## src/rtl/riscv_pkg.sv

```systemverilog
// Shared fetch-path types and constants.
package riscv_pkg;
  localparam int XLEN    = 32;
  localparam int PC_STEP = 4;

  typedef struct packed {
    logic [XLEN-1:0] pc;
    logic [XLEN-1:0] instr;
  } fetch_entry_t;
endpackage

```

## src/rtl/sync_fifo.sv

```systemverilog
// Synchronous FIFO with clear; head is read straight from storage flops, push/pop act at the edge.
// No internal backpressure: push while full without a pop, or pop while empty, is illegal.
module sync_fifo #(
  parameter int WIDTH = 32,
  parameter int DEPTH = 2,
  parameter int CNT_W = $clog2(DEPTH + 1)
) (
  input  logic             clk,
  input  logic             rst,
  input  logic             clr,
  input  logic             push,
  input  logic [WIDTH-1:0] push_dat,
  input  logic             pop,
  output logic [WIDTH-1:0] head_dat,
  output logic             full,
  output logic             empty,
  output logic [CNT_W-1:0] count
);
  localparam int PTR_W = $clog2(DEPTH);

  logic [WIDTH-1:0] mem_q [DEPTH];
  logic [WIDTH-1:0] mem_d [DEPTH];
  logic [PTR_W-1:0] wr_ptr_q, wr_ptr_d, rd_ptr_q, rd_ptr_d;
  logic [CNT_W-1:0] count_q, count_d;

  always_comb begin
    mem_d    = mem_q;
    wr_ptr_d = wr_ptr_q;
    rd_ptr_d = rd_ptr_q;
    count_d  = count_q;
    if (clr) begin
      wr_ptr_d = '0;
      rd_ptr_d = '0;
      count_d  = '0;
    end else begin
      if (push) begin
        mem_d[wr_ptr_q] = push_dat;
        wr_ptr_d        = wr_ptr_q + 1'b1;
      end
      if (pop) rd_ptr_d = rd_ptr_q + 1'b1;
      count_d = count_q + CNT_W'(push) - CNT_W'(pop);
    end
  end

  always_ff @(posedge clk) begin
    if (rst) begin
      wr_ptr_q <= '0;
      rd_ptr_q <= '0;
      count_q  <= '0;
    end else begin
      wr_ptr_q <= wr_ptr_d;
      rd_ptr_q <= rd_ptr_d;
      count_q  <= count_d;
    end
    mem_q <= mem_d;
  end

  assign head_dat = mem_q[rd_ptr_q];
  assign empty    = (count_q == '0);
  assign full     = (count_q == CNT_W'(DEPTH));
  assign count    = count_q;

  a_no_overflow:  assert property (@(posedge clk) disable iff (rst || clr) !(push && full && !pop));
  a_no_underflow: assert property (@(posedge clk) disable iff (rst || clr) !(pop && empty));
endmodule

```

## src/rtl/fetch_ctrl.sv

```systemverilog
// Fetch control: in-order imem requests at pc_q, {pc, instr} queued for decode; request->dec_valid is 2 cycles.
// Issue stalls while queued + in-flight entries reach DEPTH; decode backpressure holds the queue head.
module fetch_ctrl
  import riscv_pkg::*;
#(
  parameter int DEPTH = 2,
  parameter int CNT_W = $clog2(DEPTH + 1)
) (
  input  logic            clk,
  input  logic            rst,
  input  logic [XLEN-1:0] pc_q,
  output logic [XLEN-1:0] pc_d,
  output logic            pc_en,
  input  logic            redirect_valid,
  input  logic [XLEN-1:0] redirect_pc,
  output logic            imem_req_valid,
  input  logic            imem_req_ready,
  output logic [XLEN-1:0] imem_req_addr,
  input  logic            imem_rsp_valid,
  input  logic [XLEN-1:0] imem_rsp_data,
  output logic            dec_valid,
  input  logic            dec_ready,
  output logic [XLEN-1:0] dec_instr,
  output logic [XLEN-1:0] dec_pc
);
  fetch_entry_t     q_push_dat, q_head;
  logic [XLEN-1:0]  tag_head;
  logic [CNT_W-1:0] q_count, tag_count;
  logic             q_full, q_empty, tag_full, tag_empty;
  logic [CNT_W-1:0] out_q, out_d, drop_q, drop_d;
  logic [CNT_W:0]   credit_used;
  logic             can_issue, req_fire, rsp_keep, dec_fire;

  assign credit_used = {1'b0, q_count} + {1'b0, out_q};
  assign can_issue   = (credit_used < (CNT_W + 1)'(DEPTH)) && !redirect_valid && !rst;
  assign req_fire    = can_issue && imem_req_ready;

  assign imem_req_valid = can_issue;
  assign imem_req_addr  = pc_q;
  assign pc_en          = !rst && (redirect_valid || req_fire);
  assign pc_d           = redirect_valid ? redirect_pc : pc_q + XLEN'(PC_STEP);

  // Responses landing during a redirect, or while stale ones are still owed, never reach the queue.
  assign rsp_keep   = imem_rsp_valid && !redirect_valid && (drop_q == '0) && !rst;
  assign q_push_dat = '{pc: tag_head, instr: imem_rsp_data};

  assign dec_valid = !q_empty && !rst;
  assign dec_fire  = dec_valid && dec_ready;
  assign dec_instr = q_head.instr;
  assign dec_pc    = q_head.pc;

  always_comb begin
    out_d = out_q + CNT_W'(req_fire) - CNT_W'(imem_rsp_valid);
    if (redirect_valid)
      drop_d = out_q - CNT_W'(imem_rsp_valid);
    else if (imem_rsp_valid && (drop_q != '0))
      drop_d = drop_q - 1'b1;
    else
      drop_d = drop_q;
  end

  always_ff @(posedge clk) begin
    if (rst) begin
      out_q  <= '0;
      drop_q <= '0;
    end else begin
      out_q  <= out_d;
      drop_q <= drop_d;
    end
  end

  sync_fifo #(.WIDTH($bits(fetch_entry_t)), .DEPTH(DEPTH), .CNT_W(CNT_W)) u_fetch_q (
    .clk     (clk),
    .rst     (rst),
    .clr     (redirect_valid),
    .push    (rsp_keep),
    .push_dat(q_push_dat),
    .pop     (dec_fire),
    .head_dat(q_head),
    .full    (q_full),
    .empty   (q_empty),
    .count   (q_count)
  );

  // Tags survive redirects: stale responses still pop their issued address to stay aligned.
  sync_fifo #(.WIDTH(XLEN), .DEPTH(DEPTH), .CNT_W(CNT_W)) u_tag_q (
    .clk     (clk),
    .rst     (rst),
    .clr     (1'b0),
    .push    (req_fire),
    .push_dat(pc_q),
    .pop     (imem_rsp_valid && !rst),
    .head_dat(tag_head),
    .full    (tag_full),
    .empty   (tag_empty),
    .count   (tag_count)
  );

  a_out_max:    assert property (@(posedge clk) disable iff (rst) out_q <= CNT_W'(DEPTH));
  a_drop_le:    assert property (@(posedge clk) disable iff (rst) drop_q <= out_q);
  a_credit:     assert property (@(posedge clk) disable iff (rst) credit_used <= (CNT_W + 1)'(DEPTH));
  a_rsp_legal:  assert property (@(posedge clk) disable iff (rst) !(imem_rsp_valid && out_q == '0));
  a_tag_track:  assert property (@(posedge clk) disable iff (rst) tag_count == out_q);
  a_tag_push:   assert property (@(posedge clk) disable iff (rst) !(req_fire && tag_full));
  a_tag_pop:    assert property (@(posedge clk) disable iff (rst) !(imem_rsp_valid && tag_empty));
  a_q_overflow: assert property (@(posedge clk) disable iff (rst || redirect_valid) !(rsp_keep && q_full && !dec_fire));
endmodule

```

## config.mk

```make
export PLATFORM = sky130hd
export DESIGN_NAME = fetch_ctrl
export DESIGN_NICKNAME = d
export VERILOG_FILES = /design/src/rtl/riscv_pkg.sv /design/src/rtl/sync_fifo.sv /design/src/rtl/fetch_ctrl.sv
export SDC_FILE = /design/constraint.sdc
export NUM_CORES = 1
export LEC_CHECK = 0
export BUFFER_PORTS_ARGS = -buffer_cell sky130_fd_sc_hd__buf_2
export CORE_MARGIN = 8
export CORE_UTILIZATION = 36
export CTS_BUF_LIST = sky130_fd_sc_hd__clkbuf_8
export CTS_CLUSTER_DIAMETER = 100
export DETAILED_ROUTE_END_ITERATION = 10
export GPL_ROUTABILITY_DRIVEN = 0
export PLACE_DENSITY = 0.57
export SYNTH_ARGS = -nofsm -noshare
export SYNTH_HDL_FRONTEND = slang
export SYNTH_SLANG_ARGS = --single-unit
```

## constraint.sdc

```tcl
create_clock -name clk -period 4 [get_ports clk]
set_input_delay 0.4 -clock clk [delete_from_list [all_inputs] [get_ports clk]]
set_output_delay 0.4 -clock clk [all_outputs]
set_load 0.01 [all_outputs]
```

==> metrics.txt <==
status completed; worst vdd ir 170.5 uV; Worst-Skew Late Latency 500 ps; Critical Path Start Type flop; IO Count 233; asr flop ratio synth 0%; maximum fanout along the worst path 4; WP data arrival 2500 ps; CTS Buf Count 35; DPL Wire Length 14,570 um; ranking of synthesized cells by area edfxtp_1 66%, mux2_2 13%, buf_4 2.8%, dfxtp_1 2.3%, xnor2_1 1.5%; DR DRC count 0; ys flop type edfxtp_1; Cells after Synth 560; max_slew headroom 37.80%; CTS Sinks 202; Starting Density 36.21%; n_diodes 0; LEAKAGE 3.869 nW; fmax 345.1 MHz; die area 0.02933 sq mm; CTS tree built; first-pass iteration count of the detailed router 4; post-synthesis cell area 0.008677 sq mm; number of synthesized flops with an enable pin 192; Design Area, Final 0.01055 sq mm; first-pass GRT wire length 31,570 um; PostCTS Resize Cnt 0; # H-tree levels 2; final period utilization 72.45%; critical path buffer and inverter count 2; RSZ-0062 raised after global routing false; post-synthesis sequential area ratio 68.75%; TNS Setup 0 ps; clock skew 13.13 ps; gr usage total 14.02%; Slew Limit Fails 0; Detailed Route WL 21,020 um; Area after DPL 0.009962 sq mm; grt total ovfl 0; critical-path cell list inv_1 > nor2_1 > fa_1 > nor4_1 > nand2_1 > a21oi_1 > buf_2; CP max stage cell fa_1; hold buffers post-CTS 0; final net count 887; Die W 171.3 um; Worst Path Class, Setup flop to primary output; drt wl/cell 18.77 um; Synth Warn # 0; pin count of the biggest net entering global routing 66; post-CTS setup buffers 0; layout cell share with drive strength beyond 1 48.37%; Yosys top cell by area edfxtp_1; #FFs+latches synth 202; HP Class input port to flop; clk buf depth 3; slowest stage delay, CP 420 ps; DRT iter0 DRCs 192; initial antenna violation count 1; vias in the first global route 6,080; core area 0.02396 sq mm; syn_nets 670; Tightest Pin Transition 933.0 ps; synth cell count leaders 192 x edfxtp_1, 99 x mux2_2, 32 x buf_4; minimum clock period 2898 ps; Rows 57; CP endpoint kind primary output; pwr dens 417.5 mW/mm^2; Netlist cell types 38; antenna-violating nets left 0; fillers 2,270; die height 171.3 um; CP required 3600 ps; final setup violation count 0; Worst path top cell family by delay simple AND/OR/NAND/NOR gates; via count 5,475; Vias/cell 4.888; max-cap violations 0; final hold violation count 0; top-area cell type share of the netlist area 66.45%; syn_area_per_cell 15.49 sq um; Syn-to-layout area delta 21.59%; Port-buffer cells 232; Clock transition at path regs 60 ps; count leader, synth edfxtp_1; clock tree root buffer cell clkbuf_8
[routing by layer]
layer	track usage (%)	routed length, um	share of wire (%)
met1	15.64	8304	40
met2	24.52	10280	49
met3	4.682	1907	9.1
met4	5.369	517	2.5
met5	0	8	0.038
[final timing paths]
path | endpoint | slack, ps | from | depth (start not counted)
max | pc_en | 1100 | u_fetch_q.count[0]$_SDFF_PP0_ | 7
max reg2reg | u_tag_q.mem_q[62]$_DFFE_PP_ | 1290 | u_fetch_q.count[0]$_SDFF_PP0_ | 7
min | u_fetch_q.mem_q[23]$_DFFE_PP_ | 90 | imem_rsp_data[23] | 1
min reg2reg | u_fetch_q.mem_q[102]$_DFFE_PP_ | 550 | u_tag_q.mem_q[38]$_DFFE_PP_ | 1
[cell usage in the layout (no fill, tap or decap), types with 5 or more instances in the layout]
master / Yosys / layout
mux2_2: 99 / 99
or4_1: 5 / 5
and3_1: 8 / 7
nor2_1: 23 / 22
a31oi_1: 12 / 12
edfxtp_1: 192 / 192
or3_1: 8 / 8
clkinv_1: 1 / 10
nor3_1: 7 / 7
ha_1: 7 / 7
o21ai_0: 22 / 22
xnor2_1: 15 / 15
inv_1: 9 / 15
xor2_1: 8 / 8
and4_1: 5 / 5
dfxtp_1: 10 / 8
clkbuf_8: 0 / 37
nand3_1: 12 / 12
nand4_1: 9 / 9
nand2_1: 23 / 23
buf_2: 1 / 232
[worst register-to-register path, stage by stage (launching register included)]
cell and delay (ps):
dfxtp_1 330, inv_1 60, nor2_1 130, fa_1 420
nor4_1 410, nand2_1 250, nor2_4 390, buf_4 390
[sequential cells by signal, summed over array words and instances (netlist names), 2 cells and up]
register / count
out_q: 2
u_tag_q.mem_q: 64
u_fetch_q.mem_q: 128
drop_q: 2
u_fetch_q.count: 2
[cells by family (layout without fill, tap and decap cells)]
family / count (synthesis) / in the layout / synth area share, %
AOI/OAI and AO/OA: 48 / 48 / 3.403
muxes: 99 / 99 / 12.85
xor gates and xnor gates: 23 / 23 / 2.322
adders and majority gates: 8 / 8 / 1.240
and+or+nand+nor: 115 / 115 / 7.224
DFF: 202 / 202 / 68.75
buffers and inverters: 65 / 301 / 4.210
[where the power goes]
group | internal [mW] | switching [mW]
combinational | 0.170 | 0.220
clock | 0.845 | 0.763
sequential | 2.38 | 0.0303
total | 3.39 | 1.01
[metrics by stage]
stage / instances / power, mW / hold WS (ps) / setup WS, ps / util, %
CTS: 1120 / 4.489 / 38.35 / 1021 / 44.03
global placement: 1064 / 2.832 / 539.5 / 1177 / 41.57
floorplan: 560 / 2.664 / 493.2 / 506.7 / -
global route: 1120 / 4.618 / 49.27 / 924.2 / 44.03
finish: 1120 / 4.405 / 91.22 / 1102 / 44.03
detailed placement: 1064 / 2.846 / 549.2 / 1152 / 41.57
[cell type report]
type	instances	area, sq um	share of cell area, %
repair buffers	235	1184	11.22
clock buffers	37	509.2	4.827
multi-input cells	293	2365	22.41
inverters	10	37.54	0.3558
clock inverters	19	78.83	0.7472
flip-flops and latches	202	5971	56.59
well taps	324	405.4	3.843
Note: power is estimated with default switching activity, not from simulation.
